<file path="src/rtl/uart_rx_framer.sv">
// uart_rx_framer
// Receives 8N1 serial frames (LSB first, idle high) on an asynchronous line
// and presents each completed byte to the system clock domain.
//
// Valid/ready note: this block has no back-pressure. rx_valid is a one-cycle
// strobe with no ready input, and the consumer must take rx_data on that
// cycle or later, before the next frame completes. rx_data holds its value
// between frames.
//
// Parameters:
//   CLK_HZ     system clock frequency in Hz
//   BAUD       line bit rate; BIT_CYC = CLK_HZ/BAUD must be >= 16
// Ports:
//   clk        system clock, rising edge
//   rst        synchronous active-high reset
//   rs232_rx   asynchronous serial input line
//   rx_data    last received byte, updated only when a frame completes
//   rx_int     high from start-edge detection until the end of the frame
//   rx_valid   one-cycle pulse for a frame with a good stop bit
//   frame_err  set by a frame whose stop bit is 0, cleared by the next good frame
module uart_rx_framer #(
    parameter int CLK_HZ = 50000000,
    parameter int BAUD   = 115200
) (
    input  logic       clk,
    input  logic       rst,
    input  logic       rs232_rx,
    output logic [7:0] rx_data,
    output logic       rx_int,
    output logic       rx_valid,
    output logic       frame_err
);

    localparam int BIT_CYC = CLK_HZ / BAUD;
    localparam int HALF    = BIT_CYC / 2;
    localparam int CNT_W   = $clog2(BIT_CYC);
    localparam logic [CNT_W-1:0] CNT_HALF = CNT_W'(HALF);
    localparam logic [CNT_W-1:0] CNT_LAST = CNT_W'(BIT_CYC - 1);

    typedef enum logic [1:0] {
        IDLE  = 2'd0,
        START = 2'd1,
        DATA  = 2'd2,
        STOP  = 2'd3
    } state_t;

    state_t           state_q, state_d;
    logic             sync1_q, sync1_d;
    logic             sync2_q, sync2_d;     // rxs
    logic             rxs_d_q, rxs_d_d;     // rxs delayed by one clock
    logic [2:0]       vote_q, vote_d;
    logic [CNT_W-1:0] cnt_q, cnt_d;
    logic [2:0]       idx_q, idx_d;
    logic [7:0]       shift_q, shift_d;
    logic [7:0]       rx_data_q, rx_data_d;
    logic             rx_int_q, rx_int_d;
    logic             rx_valid_q, rx_valid_d;
    logic             frame_err_q, frame_err_d;
    logic             vote;

    // Two of the last three synchronized samples decide each bit, so a
    // single-clock glitch on the line can never flip a decision.
    assign vote = (vote_q[0] & vote_q[1]) | (vote_q[0] & vote_q[2]) |
                  (vote_q[1] & vote_q[2]);

    always_comb begin
        sync1_d     = rs232_rx;
        sync2_d     = sync1_q;
        rxs_d_d     = sync2_q;
        vote_d      = {vote_q[1:0], sync2_q};
        state_d     = state_q;
        cnt_d       = cnt_q;
        idx_d       = idx_q;
        shift_d     = shift_q;
        rx_data_d   = rx_data_q;
        rx_int_d    = rx_int_q;
        rx_valid_d  = 1'b0;
        frame_err_d = frame_err_q;

        case (state_q)
            IDLE: begin
                // Only a fresh 1->0 edge starts a frame; a line held low
                // (break) stays here.
                if (rxs_d_q && !sync2_q) begin
                    state_d  = START;
                    cnt_d    = '0;
                    rx_int_d = 1'b1;
                end
            end
            START: begin
                if (cnt_q == CNT_HALF) begin
                    cnt_d = '0;
                    if (!vote) begin
                        state_d = DATA;
                        idx_d   = 3'd0;
                    end else begin
                        // Line went back high before mid start bit: glitch.
                        state_d  = IDLE;
                        rx_int_d = 1'b0;
                    end
                end else begin
                    cnt_d = cnt_q + 1'b1;
                end
            end
            DATA: begin
                if (cnt_q == CNT_LAST) begin
                    cnt_d          = '0;
                    shift_d[idx_q] = vote;
                    if (idx_q == 3'd7) begin
                        state_d = STOP;
                        idx_d   = 3'd0;
                    end else begin
                        idx_d = idx_q + 3'd1;
                    end
                end else begin
                    cnt_d = cnt_q + 1'b1;
                end
            end
            STOP: begin
                if (cnt_q == CNT_LAST) begin
                    cnt_d     = '0;
                    state_d   = IDLE;
                    rx_int_d  = 1'b0;
                    rx_data_d = shift_q;
                    if (vote) begin
                        rx_valid_d  = 1'b1;
                        frame_err_d = 1'b0;
                    end else begin
                        frame_err_d = 1'b1;
                    end
                end else begin
                    cnt_d = cnt_q + 1'b1;
                end
            end
            default: begin
                state_d = IDLE;
            end
        endcase
    end

    always_ff @(posedge clk) begin
        if (rst) begin
            state_q     <= IDLE;
            sync1_q     <= 1'b1;
            sync2_q     <= 1'b1;
            rxs_d_q     <= 1'b1;
            vote_q      <= 3'b111;
            cnt_q       <= '0;
            idx_q       <= 3'd0;
            shift_q     <= 8'h00;
            rx_data_q   <= 8'h00;
            rx_int_q    <= 1'b0;
            rx_valid_q  <= 1'b0;
            frame_err_q <= 1'b0;
        end else begin
            state_q     <= state_d;
            sync1_q     <= sync1_d;
            sync2_q     <= sync2_d;
            rxs_d_q     <= rxs_d_d;
            vote_q      <= vote_d;
            cnt_q       <= cnt_d;
            idx_q       <= idx_d;
            shift_q     <= shift_d;
            rx_data_q   <= rx_data_d;
            rx_int_q    <= rx_int_d;
            rx_valid_q  <= rx_valid_d;
            frame_err_q <= frame_err_d;
        end
    end

    assign rx_data   = rx_data_q;
    assign rx_int    = rx_int_q;
    assign rx_valid  = rx_valid_q;
    assign frame_err = frame_err_q;

endmodule

</file>
<file path="config.mk">
export PLATFORM = sky130hd
export DESIGN_NAME = uart_rx_framer
export DESIGN_NICKNAME = d
export VERILOG_FILES = /design/src/rtl/uart_rx_framer.sv
export SDC_FILE = /design/constraint.sdc
export NUM_CORES = 1
export LEC_CHECK = 0
export BUFFER_PORTS_ARGS = -buffer_cell sky130_fd_sc_hd__buf_2
export CAP_MARGIN = 30
export CELL_PAD_IN_SITES_DETAIL_PLACEMENT = 1
export CELL_PAD_IN_SITES_GLOBAL_PLACEMENT = 2
export CORE_MARGIN = 8
export CORE_UTILIZATION = 36
export CTS_CLUSTER_DIAMETER = 50
export DETAILED_ROUTE_END_ITERATION = 8
export PLACE_DENSITY = 0.76
export SLEW_MARGIN = 20
export SYNTH_ARGS = -nofsm -noshare
export SYNTH_HDL_FRONTEND = slang
export SYNTH_SLANG_ARGS = --single-unit
</file>
<file path="constraint.sdc">
create_clock -name clk -period 2.16 [get_ports clk]
set_input_delay 0.108 -clock clk [delete_from_list [all_inputs] [get_ports clk]]
set_output_delay 0.108 -clock clk [all_outputs]
set_load 0.05 [all_outputs]
</file>
# ---- After elaboration in Yosys (flattened, before gate mapping)
# Index checks and enable logic that the tools add are counted.
dict set report classes {
  addsub 2
  mux 26
  n_reduce_logical 13
  magnitude_cmp 2
  n_eq_ne 13
  bitwise 7
}
# op n
set op_table {}
lappend op_table {{$mux 9} 3}
lappend op_table {{$pmux 9 s3} 1}
lappend op_table {{$ne 2x2->1 const B} 7}
lappend op_table {{$mux 2} 6}
lappend op_table {{$mux 3} 4}
lappend op_table {{$reduce_and 5->1} 2}
lappend op_table {{$add 9x1->9 const B} 1}
lappend op_table {{$eq 9x8->1 const B} 1}
lappend op_table {{$eq 9x9->1 const B} 1}
lappend op_table {{$bwmux 8} 1}
lappend op_table {{$pmux 2 s4} 1}
lappend op_table {{$mux 1} 7}
lappend op_table {{$pmux 3 s2} 1}
lappend op_table {{$eq 2x2->1 const B} 2}
lappend op_table {{$lt 3x4->1 const B} 1}
lappend op_table {{$reduce_and 2->1} 2}
lappend op_table {{$reduce_and 4->1} 1}
lappend op_table {{$add 3x1->3 const B} 1}
lappend op_table {{$and 1x1->1} 3}
lappend op_table {{$demux 1 s3} 1}
lappend op_table {{$eq 3x3->1 const B} 1}
lappend op_table {{$ge 3x1->1 const B} 1}
lappend op_table {{$pmux 1 s3} 1}
lappend op_table {{$reduce_bool 3->1} 1}
lappend op_table {{other kinds (9)} 12}
dict set report totals {
  ff_bits 39
  wordCells 75
  output_inout_bits 11
}

# ---- Depth between registers and ports, before layout
dict set report logic_depth {
  depth_word 6
  ltp_mapped 7
  ltp_nobuf 6
}

# ---- Worst setup path before layout
# No wires, ideal clock.
dict set report synth_timing {
  path_kind {register to register}
  from {reg cnt_q[1]}
  to {reg cnt_q[5]}
  n_path_buf 1
  setup_ns 0.079
  synth_period_minus_slack_ns 1.610
  stages_incl_launch_ff 8
  arrival_ns 1.531
  path_slack_ns 0.550
  path_cell_list {dfxtp_1 -> inv_1 -> ha_1 -> and3b_1 -> a311oi_1 -> buf_2 -> o211ai_1 -> a22oi_1}
}
dict set report synth_via {
  elab_chain_len 3
  word_cells_on_any_way 6
  classes_between {add/sub (1); eq/ne (2); mux (3)}
}
# element line
set synth_lines {}
lappend synth_lines {{from (decl)} 52} ;# logic [CNT_W-1:0] cnt_q, cnt_d;
lappend synth_lines {{from (signal assigned)} 161} ;# cnt_q <= cnt_d;
lappend synth_lines {{$add 9x1->9 (tied with other cells)} {102, 116, 132}}
lappend synth_lines {{$mux 9 (on tied branches)} {106, 120, 91}}
lappend synth_lines {{$pmux 9 s3 *} 80} ;# case (state_q)
# Mark *: on every way between the ends. The rest lies on a longest branch, timed or not.
# A chain may end at the register's enable or synchronous reset.

# ---- Worst setup path in the final report
dict set report layout_timing {
  from {reg cnt_q[1]}
  to {reg cnt_q[1]}
}
# Same word-level chain as after synthesis.

==> out/qor.yml <==
synthArstFlopShare: 0
clock_sinks: 38
row_count: 25
finalSetupTns_ns: 0
clk_latency_ns: 0.29
grt_max_degree: 19
dieArea_mm2: 0.00752
synth_cells: 200
start_util: 0.376
nNetsFinal: 226
hpwl_um: 3250
rr_worst_depth: 7
intPower_mw: 1.08
crit_family: "compound AO/OA/AOI/OAI gates"
yosysSeqAreaShare: 0.423
max_freq_mhz: 553
antenna_left: 0
io-pin-count: 14
fin_hold_ws_ns: 0.249
area_growth_syn_to_layout_pct: 15.6
io_buffers: 13
clockPowerShare: 0.432
rsz0062_at_grt: "no"
globalRouteTotalUtil: 0.127
hold_viol: 0
drtPass1Iterations: 4
postCtsSetupRepairBufs: 0
slew_headroom: 0.755
path_cells: "inv_1 > ha_1 > and3b_1 > a311oi_1 > buf_4 > o21ai_0 > o31ai_1"
p_seq_frac: 0.522
antenna_found_initial: 0
n_antenna_cell: 0
overflow: 0
slew_violations: 0
ys.flop_type: "dfxtp_1"
setup_violations: 0
chipWidth_um: 86.7
crit_required_ns: 2.36
start_kind: "register"
drc_errors: 0
netlist_area_mm2: 0.00180
grt_pass1_wl_um: 7620
p_sw_uw: 303
crit_fanout: 11
cpMaxStageDelayCell: "dfxtp_1"
final_common_cell: "dfxtp_1"
cp_num_buf_inv: 2
layout_common_cells: "dfxtp_1 (38), nand2_1 (21), nor2_1 (20), mux2i_1 (16), buf_2 (13)"
clockBufferDepth: 2
p_leak_nw: 0.822
cts_tree: "yes"
hold_class: "in2reg"
fin_crit_sh: 0.837
ir_drop_mv: 0.343
synth-warning-count: 0
path_depth: 7
drt_iter0_markers: 50
combPwrFrac: 0.046
ys_seq_elements: 38
hold_depth: 3
ctsResizeCount: 0
die_h_um: 86.7
power_density_mw_per_mm2: 665
status: "complete, no violations"
cts_root_buf: "clkbuf_8"
synth_area_per_cell_um2: 9.00
synth_edf_count: 0
cpPeakStageDelay_ns: 0.37
grt_pass1_vias: 1601
drive_gt1_frac: 0.182
cts_buffers: 5
tightest_slew_ns: 0.358
core_area_mm2: 0.00479
synth_nets: 207
cp-end-kind: "register"
period_needed_ns: 1.81
clkTransAtPathRegs_ns: 0.07
route.detailed.wl_per_inst_um: 15.3
gp_routability_congestion: 0.794
vias: 1522
vias_per_cell: 5.30
skew_ns: 0.00541
worstPathArrival_ns: 2.01
p_sw_frac: 0.219
synth_cell_type_count: 43
path_class: "reg2reg"
drt-total-wl_um: 4380
ctsHtreeMaxLevel: 2
maxCapViolations: 0
synth_stat cells (all sizes together), types with 2 or more instances:
cell type | instances | area (µm²)
mux2i | 16 | 160
inv | 6 | 22.5
nor4 | 3 | 25.0
ha | 4 | 50.1
and2 | 5 | 31.3
o22ai | 2 | 12.5
or3 | 2 | 17.5
buf | 5 | 25.0
o31ai | 6 | 58.8
dfxtp | 38 | 761
o21ai | 5 | 25.0
nor2 | 20 | 75.1
nand2 | 21 | 78.8
a21oi | 4 | 20.0
o211ai | 9 | 67.6
nor3 | 4 | 20.0
a22oi | 2 | 15.0
nand4 | 4 | 40.0
nand3 | 9 | 45.0
or2 | 8 | 50.1
and4b | 2 | 20.0
clkbuf | 5 | 18.8
a21boi | 2 | 15.0
nand2b | 2 | 12.5
nor2b | 2 | 12.5
through the flow:
step | instance area (µm²) | power [mW] | setup WS (ns) | std cells | utilization
after floorplan | 1800 | 0.776 | 0.550 | 200 | -
after global placement | 1960 | 0.798 | 0.410 | 278 | 0.410
after detailed placement | 1960 | 0.801 | 0.364 | 278 | 0.410
after CTS | 2080 | 1.41 | 0.331 | 287 | 0.435
after global routing | 2080 | 1.43 | 0.187 | 287 | 0.435
final | 2080 | 1.38 | 0.353 | 287 | 0.435
cell type report:
class,instances,area [µm²]
inverter,7,26.3
clock inverter,1,30.0
sequential,38,761
fill,569,2710
tap,67,83.8
timing repair buffer,22,135
multi-input combinational,145,968
clock buffer,7,76.3
flip-flops by register name (all words and copies together) (netlist names), named ones only:
| signal | flops |
|---|---|
| rxs_d_d | 1 |
| rx_data | 8 |
| idx_q | 3 |
| shift_q | 8 |
| frame_err | 1 |
| state_q | 1 |
| sync1_q | 1 |
| vote_q | 3 |
| rx_valid | 1 |
| rx_int | 1 |
| cnt_q | 9 |
worst paths after layout:
check | from | endpoint | slack [ns]
setup / recovery | cnt_q[1] | cnt_q[1] | 0.35
hold / removal | rst | cnt_q[2] | 0.25
setup reg to reg | cnt_q[1] | cnt_q[1] | 0.35
hold reg to reg | sync1_q | rxs_d_d | 0.41
logic make-up after synthesis:
| family | count (synthesis) | synth area share |
|---|---|---|
| AO/OA/AOI/OAI | 38 | 0.158 |
| adder cells (fa/ha/maj) | 5 | 0.0341 |
| buffers and inverters | 17 | 0.0389 |
| flip-flops | 38 | 0.423 |
| multiplexers | 16 | 0.0890 |
| AND/OR/NAND/NOR | 86 | 0.257 |
worst register-to-register path, delay by kind of cell, from the launching register on:
kind            cells  cell delay [ns]
compound gates      3             0.63
fa+ha+maj           1             0.18
buf+inv             2             0.28
flops               1             0.37
simple gates        1             0.25
routing by layer:
metal | global-route usage | share of wire | vias to the layer above
met5 | 0 | 0 | -
met4 | 0.0376 | 0.0048 | 0
met3 | 0.0331 | 0.043 | 2
met2 | 0.240 | 0.52 | 26
met1 | 0.133 | 0.43 | 738
li1 | - | - | 756
power by group through the flow:
| stage | clock, mW | sequential, mW | combinational, mW |
|---|---|---|---|
| floorplan | 0 | 0.738 | 0.0382 |
| finish | 0.598 | 0.721 | 0.0635 |
| detailed placement | 0 | 0.738 | 0.0629 |
| CTS | 0.619 | 0.721 | 0.0649 |
| global placement | 0 | 0.736 | 0.0619 |
| global route | 0.640 | 0.723 | 0.0709 |
what timing repair did:
action / 4_1_cts / 5_1_grt
hold endpoints to repair: 1 / 0
setup endpoints to repair: 0 / 0
hold buffers: 1 / 0
(Power assumes the default switching activity.)
